`config.mk`:
```
export PLATFORM = sky130hd
export DESIGN_NAME = vga_timing_gen
export DESIGN_NICKNAME = d
export VERILOG_FILES = /design/src/rtl/vga_pkg.sv /design/src/rtl/vga_pattern.sv /design/src/rtl/vga_timing_gen.sv
export SDC_FILE = /design/constraint.sdc
export NUM_CORES = 1
export LEC_CHECK = 0
export CAP_MARGIN = 40
export CELL_PAD_IN_SITES_DETAIL_PLACEMENT = 0
export CELL_PAD_IN_SITES_GLOBAL_PLACEMENT = 1
export CORE_UTILIZATION = 35
export CTS_BUF_LIST = sky130_fd_sc_hd__clkbuf_16
export CTS_CLUSTER_DIAMETER = 60
export CTS_CLUSTER_SIZE = 12
export DETAILED_ROUTE_END_ITERATION = 6
export PLACE_DENSITY = 0.79
export SETUP_SLACK_MARGIN = 0.2
export SLEW_MARGIN = 10
export SYNTH_ARGS = -nofsm -noshare
export SYNTH_HDL_FRONTEND = slang
export SYNTH_HIERARCHICAL = 1
export SYNTH_SLANG_ARGS = --single-unit
```
`constraint.sdc`:
```
create_clock -name clk -period 5.5 [get_ports clk]
set_clock_uncertainty 0.2 [all_clocks]
set_input_delay 1.1 -clock clk [delete_from_list [all_inputs] [get_ports clk]]
set_output_delay 1.1 -clock clk [all_outputs]
set_load 0.05 [all_outputs]
```
`src/rtl/vga_pkg.sv`:
```
// Shared types and default 640x480@60 raster constants for the VGA timing generator.
package vga_pkg;

    typedef enum logic [1:0] {
        MODE_EXT   = 2'd0,
        MODE_BARS  = 2'd1,
        MODE_CHECK = 2'd2,
        MODE_SOLID = 2'd3
    } vga_mode_e;

    localparam int DEF_H_ACTIVE = 640;
    localparam int DEF_H_FP     = 16;
    localparam int DEF_H_SYNC   = 96;
    localparam int DEF_H_BP     = 48;
    localparam int DEF_V_ACTIVE = 480;
    localparam int DEF_V_FP     = 10;
    localparam int DEF_V_SYNC   = 2;
    localparam int DEF_V_BP     = 33;

    // Total positions along one axis (line length in pixels or frame height in lines).
    function automatic int span_total(input int active, input int fp, input int sync, input int bp);
        return active + fp + sync + bp;
    endfunction

endpackage

```
`src/rtl/vga_pattern.sv`:
```
// Combinational pattern source: picks external, colour-bar, checkerboard or solid colour.
module vga_pattern
    import vga_pkg::*;
#(
    parameter int H_ACTIVE = DEF_H_ACTIVE,
    parameter int COLOR_W  = 1,
    parameter int CNT_W    = 10,
    parameter int CHK_LOG2 = 5
) (
    input  logic [CNT_W-1:0]     hcnt,
    input  logic [CNT_W-1:0]     vcnt,
    input  vga_mode_e            mode,
    input  logic [3*COLOR_W-1:0] solid,
    input  logic [3*COLOR_W-1:0] ext,
    output logic [3*COLOR_W-1:0] rgb
);

    logic [6:0] bar_ge;
    logic [2:0] bar_idx;
    logic       chk_bit;
    logic       unused_vcnt;

    // Bar index is the number of eighth-of-line thresholds already passed.
    generate
        for (genvar gi = 1; gi <= 7; gi++) begin : g_bar_th
            localparam logic [CNT_W-1:0] TH = CNT_W'((gi * H_ACTIVE) / 8);
            assign bar_ge[gi-1] = (hcnt >= TH);
        end
    endgenerate

    always_comb begin
        bar_idx = '0;
        for (int k = 0; k < 7; k++) begin
            bar_idx = bar_idx + {2'b00, bar_ge[k]};
        end
    end

    assign chk_bit     = hcnt[CHK_LOG2] ^ vcnt[CHK_LOG2];
    assign unused_vcnt = ^vcnt;

    always_comb begin
        rgb = '0;
        case (mode)
            MODE_EXT:   rgb = ext;
            MODE_BARS:  rgb = {{COLOR_W{bar_idx[2]}}, {COLOR_W{bar_idx[1]}}, {COLOR_W{bar_idx[0]}}};
            MODE_CHECK: rgb = {(3*COLOR_W){chk_bit}};
            MODE_SOLID: rgb = solid;
            default:    rgb = '0;
        endcase
    end

endmodule

```
`src/rtl/vga_timing_gen.sv`:
```
// VGA raster timing generator: pixel-strobed counters, frame-aligned mode latch,
// sync decode and a one-step registered output stage.
module vga_timing_gen
    import vga_pkg::*;
#(
    parameter int   H_ACTIVE = DEF_H_ACTIVE,
    parameter int   H_FP     = DEF_H_FP,
    parameter int   H_SYNC   = DEF_H_SYNC,
    parameter int   H_BP     = DEF_H_BP,
    parameter int   V_ACTIVE = DEF_V_ACTIVE,
    parameter int   V_FP     = DEF_V_FP,
    parameter int   V_SYNC   = DEF_V_SYNC,
    parameter int   V_BP     = DEF_V_BP,
    parameter logic H_POL    = 1'b0,
    parameter logic V_POL    = 1'b0,
    parameter int   COLOR_W  = 1,
    parameter int   CNT_W    = 10,
    parameter int   CHK_LOG2 = 5
) (
    input  logic                 clk,
    input  logic                 rst_n,
    input  logic                 pix_en,
    input  logic [1:0]           mode,
    input  logic [3*COLOR_W-1:0] solid_rgb,
    input  logic [3*COLOR_W-1:0] ext_rgb,
    output logic                 req,
    output logic [CNT_W-1:0]     req_x,
    output logic [CNT_W-1:0]     req_y,
    output logic                 hsync,
    output logic                 vsync,
    output logic                 de,
    output logic [COLOR_W-1:0]   r,
    output logic [COLOR_W-1:0]   g,
    output logic [COLOR_W-1:0]   b,
    output logic                 line_start,
    output logic                 frame_start
);

    localparam int H_TOTAL = span_total(H_ACTIVE, H_FP, H_SYNC, H_BP);
    localparam int V_TOTAL = span_total(V_ACTIVE, V_FP, V_SYNC, V_BP);

    localparam logic [CNT_W-1:0] H_LAST     = CNT_W'(H_TOTAL - 1);
    localparam logic [CNT_W-1:0] V_LAST     = CNT_W'(V_TOTAL - 1);
    localparam logic [CNT_W-1:0] H_ACT      = CNT_W'(H_ACTIVE);
    localparam logic [CNT_W-1:0] V_ACT      = CNT_W'(V_ACTIVE);
    localparam logic [CNT_W-1:0] H_SYNC_ON  = CNT_W'(H_ACTIVE + H_FP);
    localparam logic [CNT_W-1:0] H_SYNC_OFF = CNT_W'(H_ACTIVE + H_FP + H_SYNC);
    localparam logic [CNT_W-1:0] V_SYNC_ON  = CNT_W'(V_ACTIVE + V_FP);
    localparam logic [CNT_W-1:0] V_SYNC_OFF = CNT_W'(V_ACTIVE + V_FP + V_SYNC);

    logic [CNT_W-1:0]     hcnt_reg, hcnt_next;
    logic [CNT_W-1:0]     vcnt_reg, vcnt_next;
    vga_mode_e            mode_reg, mode_eff;
    logic [3*COLOR_W-1:0] solid_reg, solid_eff;
    logic [3*COLOR_W-1:0] pat_rgb, rgb_next, rgb_reg;
    logic                 at_origin, active, hs_next, vs_next;
    logic                 hsync_reg, vsync_reg, de_reg;
    logic                 line_start_reg, frame_start_reg;

    assign at_origin = (hcnt_reg == '0) && (vcnt_reg == '0);
    assign active    = (hcnt_reg < H_ACT) && (vcnt_reg < V_ACT);

    // The origin pixel already uses the live selection that gets latched for the frame.
    assign mode_eff  = at_origin ? vga_mode_e'(mode) : mode_reg;
    assign solid_eff = at_origin ? solid_rgb : solid_reg;

    always_comb begin
        hcnt_next = hcnt_reg + CNT_W'(1);
        vcnt_next = vcnt_reg;
        if (hcnt_reg == H_LAST) begin
            hcnt_next = '0;
            vcnt_next = (vcnt_reg == V_LAST) ? '0 : vcnt_reg + CNT_W'(1);
        end
    end

    assign hs_next  = ((hcnt_reg >= H_SYNC_ON) && (hcnt_reg < H_SYNC_OFF)) ? H_POL : ~H_POL;
    assign vs_next  = ((vcnt_reg >= V_SYNC_ON) && (vcnt_reg < V_SYNC_OFF)) ? V_POL : ~V_POL;
    assign rgb_next = active ? pat_rgb : '0;

    vga_pattern #(
        .H_ACTIVE (H_ACTIVE),
        .COLOR_W  (COLOR_W),
        .CNT_W    (CNT_W),
        .CHK_LOG2 (CHK_LOG2)
    ) u_pattern (
        .hcnt  (hcnt_reg),
        .vcnt  (vcnt_reg),
        .mode  (mode_eff),
        .solid (solid_eff),
        .ext   (ext_rgb),
        .rgb   (pat_rgb)
    );

    always_ff @(posedge clk or negedge rst_n) begin
        if (!rst_n) begin
            hcnt_reg        <= '0;
            vcnt_reg        <= '0;
            mode_reg        <= MODE_EXT;
            solid_reg       <= '0;
            hsync_reg       <= ~H_POL;
            vsync_reg       <= ~V_POL;
            de_reg          <= 1'b0;
            rgb_reg         <= '0;
            line_start_reg  <= 1'b0;
            frame_start_reg <= 1'b0;
        end else begin
            // Pulses are rewritten every clk so they last exactly one clk.
            line_start_reg  <= pix_en && (hcnt_reg == '0);
            frame_start_reg <= pix_en && at_origin;
            if (pix_en) begin
                hcnt_reg  <= hcnt_next;
                vcnt_reg  <= vcnt_next;
                hsync_reg <= hs_next;
                vsync_reg <= vs_next;
                de_reg    <= active;
                rgb_reg   <= rgb_next;
                if (at_origin) begin
                    mode_reg  <= vga_mode_e'(mode);
                    solid_reg <= solid_rgb;
                end
            end
        end
    end

    assign req         = active;
    assign req_x       = hcnt_reg;
    assign req_y       = vcnt_reg;
    assign hsync       = hsync_reg;
    assign vsync       = vsync_reg;
    assign de          = de_reg;
    assign r           = rgb_reg[3*COLOR_W-1:2*COLOR_W];
    assign g           = rgb_reg[2*COLOR_W-1:COLOR_W];
    assign b           = rgb_reg[COLOR_W-1:0];
    assign line_start  = line_start_reg;
    assign frame_start = frame_start_reg;

endmodule

```
# Yosys cells after proc, flatten, opt, wreduce, memory -nomap -nowiden

Index checks and enable logic that the tools add are counted.

Register bits after elaboration: 33
Latch bits: 0
Memory bits (writable): 0
ROM bits: 0
Logic and storage cells: 55
Memories: 0

Add/sub/neg operators: 8
Multiply operators: 0
Divide/modulo/power cells: 0
$lt $le $gt $ge: 13
Equal/unequal tests: 5
Shifts and indexed selects: 0
Mux-type cells: 8
Bitwise gates (word level): 1
Reduce and logical (&&, ||, !) cells: 10

Operator list:

| kind                                                                           | count |
|---|---|
| 10-bit by 9-bit >= comparator with 1-bit output (second input constant)        | 4 |
| 10-bit by 1-bit adder with 10-bit output (second input constant)               | 2 |
| 10-bit == test (second input constant)                                         | 2 |
| 10-bit >= comparator (second input constant)                                   | 2 |
| 10-bit by 8-bit >= comparator with 1-bit output (second input constant)        | 2 |
| 10-bit logical NOT                                                             | 2 |
| 10-bit less-than comparator (second input constant)                            | 2 |
| 10-bit by 9-bit less-than comparator with 1-bit output (second input constant) | 2 |
| 10-bit two-way mux                                                             | 2 |
| 3-bit by 1-bit adder with 3-bit output                                         | 5 |
| 3-bit case mux with 4 select lines                                             | 1 |
| 10-bit by 7-bit >= comparator with 1-bit output (second input constant)        | 1 |
| 1-bit logical AND                                                              | 6 |
| 3-bit two-way mux                                                              | 2 |
| 2-bit == test (second input constant)                                          | 2 |
| 1-bit by 1-bit adder with 2-bit output                                         | 1 |
| 2-bit by 1-bit == test with 1-bit output (second input constant)               | 1 |
| 2-bit logical NOT                                                              | 1 |
| 1-bit two-way mux                                                              | 2 |
| 2-bit two-way mux                                                              | 1 |
| 2-bit AND reduction                                                            | 1 |
| 1-bit bitwise XOR                                                              | 1 |

# Longest topological paths before layout

Gate-level depths: netlist of run 1.

Word-level depth: 9
Mapped depth: 11
Gate-level depth less buffers: 11

# Hierarchy

Netlist of run 1, hierarchy kept.

By module, submodules not included:

| module         | instances | cells each | area each (um2) | seq. area each (um2) |
|---|---|---|---|---|
| vga_timing_gen | 1         | 162        | 1,677.9         | 828.3 |
| vga_pattern    | 1         | 35         | 259.0           | 0.0 |

# Least setup slack after synthesis of run 1

Ideal clock, no wire load.

Kind: reg2reg
From: register hcnt_reg[5] (netlist: req_x[5])
To: register rgb_reg[1]
Setup time: 0.123 ns
Arrival time: 3.488 ns
Required time: 5.177 ns
Path slack: 1.689 ns
Stages on the path, launching flop included: 12
Clock period less this slack: 3.811 ns
Path through: dfrtp_1 > o21ai_0 > nor4b_1 > fa_1 > fa_1 > fa_1 > fa_1 > nor2_1 > o21ai_0 > nand3_1 > nand2_1 > o2bb2ai_1

Cells in the longest elaborated chain, start to end: 9
Elaborated cells on any way between the ends: 26
Classes of those cells: 6 x add/sub; 8 x order compare; 3 x eq/ne; 4 x mux; 1 x bitwise; 4 x reduce/logical

Ends and longest elaborated chain:

| what                                                                                                               | RTL line              | source |
|---|---|---|
| start, declared                                                                                                    | vga_timing_gen.sv:51  | `logic [CNT_W-1:0] hcnt_reg, hcnt_next;` |
| start signal, assigned                                                                                             | vga_timing_gen.sv:111 | `hcnt_reg <= hcnt_next;` |
| 10-bit by 7-bit >= comparator with 1-bit output or 10-bit by 8-bit >= comparator with 1-bit output (tied branches) | vga_pattern.sv:27     | `assign bar_ge[gi-1] = (hcnt >= TH);` |
| 1-bit by 1-bit adder with 2-bit output                                                                             | vga_pattern.sv:34     | `bar_idx = bar_idx + {2'b00, bar_ge[k]};` |
| 3-bit by 1-bit adder with 3-bit output (5 in a row)                                                                | vga_pattern.sv:34     |  |
| 3-bit case mux with 4 select lines *                                                                               | vga_pattern.sv:43     | `case (mode)` |
| via pat_rgb[1]                                                                                                     | vga_timing_gen.sv:55  | `logic [3*COLOR_W-1:0] pat_rgb, rgb_next, rgb_reg;` |
| 3-bit two-way mux *                                                                                                | vga_timing_gen.sv:78  | `assign rgb_next = active ? pat_rgb : '0;` |
| end signal, assigned                                                                                               | vga_timing_gen.sv:116 | `rgb_reg <= rgb_next;` |
| end, declared                                                                                                      | vga_timing_gen.sv:55  |  |

Mark *: on every way through the listed nets, which the timed path passes. The rest lies on a longest branch.
A chain may end at the register's enable or synchronous reset.

# Worst setup path after layout of run 1

Ends and elaborated chain as after synthesis.

==> results of run 1 <==
==> report_power, final <==
group	total (W)	switching [W]	internal [W]
Sequential	0.000323	0.0000542	0.000269
Clock	0.000310	0.0000994	0.000210
Combinational	0.000246	0.000152	0.0000941
==> final cells by class <==
type	count	area, um2	area share
Clock buffer	5	125	0.0487
Clock inverter	3	37.5	0.0146
Inverter	8	30.0	0.0117
Multi-Input combinational cell	150	1050	0.410
Sequential cell	33	828	0.323
Tap cell	70	87.6	0.0341
Timing Repair Buffer	41	405	0.158
==> cell families (layout without fill, tap and decap cells) <==
group,after synthesis,after routing,synth area share
AO/OA/AOI/OAI,32,32,0.106
XOR/XNOR,10,10,0.0491
adder cells (fa/ha/maj),8,8,0.0672
buffers and inverters,14,57,0.0284
flip-flops,33,33,0.428
multiplexers,12,12,0.0698
AND/OR/NAND/NOR,88,88,0.252
==> critical path: cells and delay by family, from the launching register on <==
kind	cells	cell delay, ns
AOI/OAI and AO/OA	3	0.40
and+or+nand+nor	4	0.57
DFF	1	0.51
adders and majority gates	4	1.96
==> metrics by stage <==
stage	instance area [um2]	std cells	hold WS, ns	utilization	total power [W]
final	2570	310	0.288	0.493	0.000878
after global routing	2570	310	0.307	0.493	0.000923
after CTS	2570	310	0.290	0.493	0.000887
after detailed placement	2400	302	0.276	0.462	0.000573
after global placement	2400	302	0.271	0.462	0.000571
after floorplan	1940	197	0.275	-	0.000485
==> metal layers <==
layer / track usage / share of wire / up-vias
li1: - / - / 797
met1: 0.223 / 0.47 / 782
met2: 0.264 / 0.48 / 34
met3: 0.0431 / 0.043 / 6
met4: 0.0558 / 0.011 / 0
met5: 0 / 0 / -
==> worst max-delay path by stage <==
stage / startpoint / endpoint / slack, ns / depth (start not counted)
after floorplan: req_x[5]$_DFFE_PN0P_ / rgb_reg[1]$_DFFE_PN0P_ / 1.69 / 11
after global placement: req_x[5]$_DFFE_PN0P_ / rgb_reg[1]$_DFFE_PN0P_ / 1.80 / 11
after detailed placement: req_x[5]$_DFFE_PN0P_ / rgb_reg[1]$_DFFE_PN0P_ / 1.75 / 11
after CTS: req_x[5]$_DFFE_PN0P_ / rgb_reg[1]$_DFFE_PN0P_ / 1.73 / 11
after global routing: req_x[5]$_DFFE_PN0P_ / rgb_reg[1]$_DFFE_PN0P_ / 1.52 / 11
final: req_x[5]$_DFFE_PN0P_ / rgb_reg[1]$_DFFE_PN0P_ / 1.74 / 11
==> layout by cell type, fill, tap and decap left out, types with 3 or more instances in the layout <==
cell	count
nor4b_1	4
fa_1	4
o21ai_0	10
nor3_1	7
xor2_1	3
or3_1	5
nand3_1	12
o2bb2ai_1	4
clkbuf_16	5
and3_1	5
nand4_1	7
clkdlybuf4s50_1	39
inv_1	9
a21oi_1	8
nand3b_1	3
ha_1	4
nand2_1	15
nor2_1	15
nor4_1	3
dfrtp_1	31
xnor2_1	6
and2_0	3
mux2_2	12
==> results by group, run 1 <==
Synth
  – Async set or reset register ratio after synthesis: 1.00
  – Synth top area cells: dfrtp_1, mux2_2, fa_1
  – Post-synth top flop: dfrtp_1
  – Synth Register Bits: 33
  – Post-synth EDFFs: 0
  – Synth Net Count: 216
  – Post-synthesis sequential area ratio: 0.428
  – Top cell type's share of synthesized area: 0.401
  – Count leader, synth: dfrtp_1
  – Area leader, netlist: dfrtp_1
  – Post-synth cell types: between 40 and 50
  – Synth warn: 6
  – Mapped cell area: 0.00194 mm2
  – Cells after Synth: roughly 200
  – Syn_area_per_cell: 9.83 um2
  – Top cells by count, synth: dfrtp_1, nand2_1, nor2_1, mux2_2, nand3_1

Clock network
  – H-tree levels: 2
  – Worst skew pair latency: about 0.28 ns
  – TritonCTS clock tree: yes
  – Clock sink total: 33
  – Post-CTS Setup Repair Bufs: 0
  – Worst-path clk slew: 0.05 ns
  – CTS Buffer Depth: 2
  – Clk root buf: clkbuf_16
  – Hold Buf Count CTS: 0
  – Cts repair resizes: 0
  – Cts bufs inserted: 5

Detailed routing
  – Post-DR vias/cell: 5.22
  – Total Routed Length: 4560 um
  – Detail Route Antenna Nets: 0
  – Via count: approximately 1600
  – WL per Instance: roughly 15 um
  – Iter 0 DRT Violations: 68
  – Drt pass-1 iters: 7
  – Post-route DRC: 0

Final layout
  – Area grow syn2layout: 32.6%
  – Fill count: slightly above 500
  – Share of cells above drive strength 1: 0.125
  – Final Net Count: 258
  – ANT cells: 0

Setup path
  – Crit start category: register
  – FF-to-FF Start: req_x[5]$_DFFE_PN0P_
  – Register-to-Register Setup Slack: 1.74 ns
  – Critical Path End Type: register
  – Crit-path max FO: 13
  – Slowest stage delay, CP: about 0.52 ns
  – RR Endpoint: rgb_reg[1]$_DFFE_PN0P_
  – CP Class: reg2reg
  – WP data required: 5.46 ns
  – Reg2reg path depth: 11
  – CP cell instances: o21ai_0 > nor4b_1 > fa_1 > fa_1 > fa_1 > fa_1 > nor2_1 > o21ai_0 > nand3_1 > nand2_1 > o2bb2ai_1
  – Critical Path AT: 3.71 ns
  – Slowest cell on the critical path: fa_1
  – Most Frequent Cell on Critical Path: fa_1

Place
  – PortBufs: 39
  – Post-place setup slack: 1.75 ns
  – GP Congestion: roughly 0.76
  – Detailed placement HPWL: 3120 um

Floorplanning
  – Starting Density: 0.372
  – Cell row count: 26
  – Die width: 76.4 um
  – Die Y: 76.4 um
  – IO Pins: 40
  – Core Area: 0.00520 mm2
  – Die area: 0.00584 mm2

Global route
  – Largest net degree at the start of global routing: 34
  – Global-route wire length before repair: 7690 um
  – Total GRT Usage: 0.168
  – Global route overflow: 0
  – Vias in the first global route: 1524
  – Initial antenna violation count: 0

STA
  – Peak Freq: 0.266 GHz
  – Setup tns final: 0 ns
  – RSZ-0062 raised after global routing: no
  – Worst setup margin: 1.74 ns
  – Slew Viols, Final: 0
  – Minimum clock period: ~3.8 ns
  – Final setup viols: 0
  – Slew HR: 0.617
  – Period utilization: 0.683
  – Slew of the pin with the lowest slew margin: around 0.57 ns
  – Fin. Hold Viols: 0

Power and ir drop
  – Leak: 1.04 nW
  – VDD IR-drop max: 0.000178 V
  – Power per cell area: ~340 mW/mm2

Status
  – Status: complete, no violations

Flow run
  – Max Cap Violations: 0

Min path
  – Min-Delay Endpoint: de$_DFFE_PN0P_
  – Hold depth: 2
  – Type of the worst min-delay path: reg2reg
  – HP Start: de$_DFFE_PN0P_
Power figures use the tool's default switching activity.
==> run 2: changes to the inputs <==
==> constraint.sdc (replaced) <==
create_clock -name clk -period 3.7 [get_ports clk]
set_clock_uncertainty 0.2 [all_clocks]
set_input_delay 0.74 -clock clk [delete_from_list [all_inputs] [get_ports clk]]
set_output_delay 0.74 -clock clk [all_outputs]
set_load 0.05 [all_outputs]
==> run 2 against run 1 <==
Compared with the run above:
- clock-buffer cell count unchanged
- critical endpoint unchanged
- worst setup slack got worse by 1.4 ns
- sequential cell count unchanged
- non-clock buffer count increased by 10
- sequential power increased by 44%
- clock power increased by 47%
- global-route usage increased by 0.27 points
- hold slack got worse by 0.0044 ns
- critical path depth unchanged
==> results by group, run 2 (synthesis gave the netlist of run 1 again) <==
Status
  – Status: complete, no violations (unchanged)

Floorplanning
  – Core Area: 0.00520 mm2 (unchanged)
  – Die Y: 76.4 um (unchanged)
  – Starting Density: 0.372 (unchanged)
  – Die width: 76.4 um (unchanged)
  – IO Pins: 40 (unchanged)
  – Die area: 0.00584 mm2 (unchanged)
  – Cell row count: 26 (unchanged)

STA
  – Fin. Hold Viols: 0 (unchanged)
  – Period utilization: 0.917 (was 0.683)
  – Minimum clock period: 3.39 ns (was 3.76 ns)
  – Slew Viols, Final: 0 (unchanged)
  – Slew of the pin with the lowest slew margin: 0.507 ns (was 0.572 ns)
  – Setup tns final: 0 ns (unchanged)
  – Final setup viols: 0 (unchanged)
  – Slew HR: 0.661 (was 0.617)
  – RSZ-0062 raised after global routing: yes (was no)
  – Peak Freq: 0.295 GHz (was 0.266 GHz)

Setup path
  – Crit-path max FO: 5 (was 13)
  – Critical Path AT: 3.36 ns (was 3.71 ns)
  – Critical Path End Type: register (unchanged)
  – CP cell instances: or2_4 > a21oi_4 > fa_1 > fa_1 > fa_2 > fa_1 > nor2_1 > o21ai_1 > nand3_1 > nand2_1 > o2bb2ai_1 (was o21ai_0 > nor4b_1 > fa_1 > fa_1 > fa_1 > fa_1 > nor2_1 > o21ai_0 > nand3_1 > nand2_1 > o2bb2ai_1)
  – Slowest stage delay, CP: 0.52 ns (about the same)
  – Slowest cell on the critical path: fa_1 (unchanged)
  – CP top delay family: adder cells (unchanged)
  – WP data required: 3.66 ns (was 5.46 ns)
  – Most Frequent Cell on Critical Path: fa_1 (unchanged)
  – CP Class: reg2reg (unchanged)
  – Crit start category: register (unchanged)
  – Bufs and invs on worst path: 0 (unchanged)

Final layout
  – Commonest cells after routing, fill and taps aside: clkdlybuf4s50_1, dfrtp_1, nor2_1, nand2_1 (unchanged)
  – Final Net Count: 268 (was 258)
  – Most common cell after layout, fill and taps aside: clkdlybuf4s50_1 (unchanged)
  – ANT cells: 0 (unchanged)
  – Fill count: 508 (unchanged)
  – Fin util: 0.518 (was 0.493)
  – Area grow syn2layout: 39.1% (was 32.6%)
  – Share of cells above drive strength 1: 0.208 (was 0.125)
  – Post-route insts no fill: 320 (was 310)

Min path
  – Type of the worst min-delay path: reg2reg (unchanged)

Detailed routing
  – Iter 0 DRT Violations: 66 (was 68)
  – Post-DR vias/cell: 5.29 (was 5.22)
  – Detail Route Antenna Nets: 0 (unchanged)
  – WL per Instance: 14.8 um (was 14.7 um)
  – Drt pass-1 iters: 4 (was 7)
  – Via count: 1694 (was 1619)
  – Post-route DRC: 0 (unchanged)
  – Total Routed Length: 4720 um (was 4560 um)

Power and ir drop
  – VDD IR-drop max: 0.000266 V (was 0.000178 V)
  – Power per cell area: 510 mW/mm2 (was 342 mW/mm2)
  – Total power: 0.00137 W (was 0.000878 W)
  – Leak: 1.11 nW (was 1.04 nW)

Clock network
  – Hold Buf Count CTS: 0 (unchanged)
  – Worst-path clk slew: 0.05 ns (about the same)
  – TritonCTS clock tree: yes (unchanged)
  – H-tree levels: 2 (unchanged)
  – Clk root buf: clkbuf_16 (unchanged)
  – CTS Buffer Depth: 2 (unchanged)
  – Worst skew pair latency: 0.27 ns (was 0.28 ns)
  – Clock sink total: 33 (unchanged)
  – Cts bufs inserted: 5 (unchanged)

Global route
  – Global route overflow: 0 (unchanged)
  – Total GRT Usage: 0.170 (was 0.168)
  – Vias in the first global route: 1598 (was 1524)
  – Initial antenna violation count: 0 (unchanged)
  – Global-route wire length before repair: 7790 um (was 7690 um)
  – Largest net degree at the start of global routing: 34 (unchanged)

Flow run
  – Max Cap Violations: 0 (unchanged)

Place
  – PortBufs: 39 (unchanged)
  – Detailed placement HPWL: 3300 um (was 3120 um)
  – GP Congestion: 0.753 (was 0.761)
  – Placed Cells: 305 (was 302)
-- run 2: stage by stage --
| stage | hold slack [ns] | instance area (um2) | setup WS [ns] |
|---|---|---|---|
| 2_1_floorplan | 0.244 | 1970 | 0.232 |
| 3_3_place_gp | 0.277 | 2460 | 0.235 |
| 3_5_place_dp | 0.278 | 2460 | 0.186 |
| 4_1_cts | 0.288 | 2640 | 0.218 |
| 5_1_grt | 0.305 | 2700 | 0.173 |
| 6_report | 0.284 | 2700 | 0.308 |
-- run 2: timing repair --
item	in CTS	in global routing
endpoints found under the setup margin	1	2
buffers inserted	2	5
pin swaps	1	5
gates resized for setup	2	4
-- run 2: per-layer routing --
metal  routed length [um]  global-route usage
met5                    0                   0
met4                   67              0.0577
met2                 2190               0.264
met1                 2220               0.231
met3                  246              0.0419
-- run 2: path summary, 6_finish.rpt --
check | cells after the start | start | endpoint | slack (ns)
min | 1 | rgb_reg[2]$_DFFE_PN0P_ | rgb_reg[2]$_DFFE_PN0P_ | 0.28
min reg2reg | 1 | rgb_reg[2]$_DFFE_PN0P_ | rgb_reg[2]$_DFFE_PN0P_ | 0.28
min in group asynchronous | 2 | rst_n | line_start$_DFF_PN0_ | 0.67
max | 11 | req_x[7]$_DFFE_PN0P_ | rgb_reg[1]$_DFFE_PN0P_ | 0.31
max reg2reg | 11 | req_x[7]$_DFFE_PN0P_ | rgb_reg[1]$_DFFE_PN0P_ | 0.31
max in group asynchronous | 2 | rst_n | req_x[7]$_DFFE_PN0P_ | 2.28
-- run 2: area by class of cell --
cell class,count,area (um2),share of cell area
tap,70,87.6,0.0325
timing repair buffer,51,480,0.178
sequential,33,841,0.312
multi-input combinational,150,1090,0.406
inverter,8,30.0,0.0111
clock inverter,3,37.5,0.0139
clock buffer,5,125,0.0464
-- run 2: power by group --
| group | switching (W) | total, W | internal, W | leakage [nW] |
|---|---|---|---|---|
| Combinational | 0.000265 | 0.000452 | 0.000187 | 0.616 |
| Sequential | 0.0000594 | 0.000465 | 0.000406 | 0.408 |
| Clock | 0.000145 | 0.000457 | 0.000312 | 0.0826 |
==> run 3: changes to the inputs <==
--- a/config.mk
+++ b/config.mk
@@ -5,9 +5,11 @@
 export SDC_FILE = /design/constraint.sdc
 export NUM_CORES = 1
 export LEC_CHECK = 0
+export ABC_CLOCK_PERIOD_IN_PS = 3700
 export CAP_MARGIN = 40
 export CELL_PAD_IN_SITES_DETAIL_PLACEMENT = 0
 export CELL_PAD_IN_SITES_GLOBAL_PLACEMENT = 1
+export CORE_MARGIN = 1
 export CORE_UTILIZATION = 35
 export CTS_BUF_LIST = sky130_fd_sc_hd__clkbuf_16
 export CTS_CLUSTER_DIAMETER = 60
==> results of run 3 <==
Same layout as run 2: the final DEF is identical, and so are final timing and power.
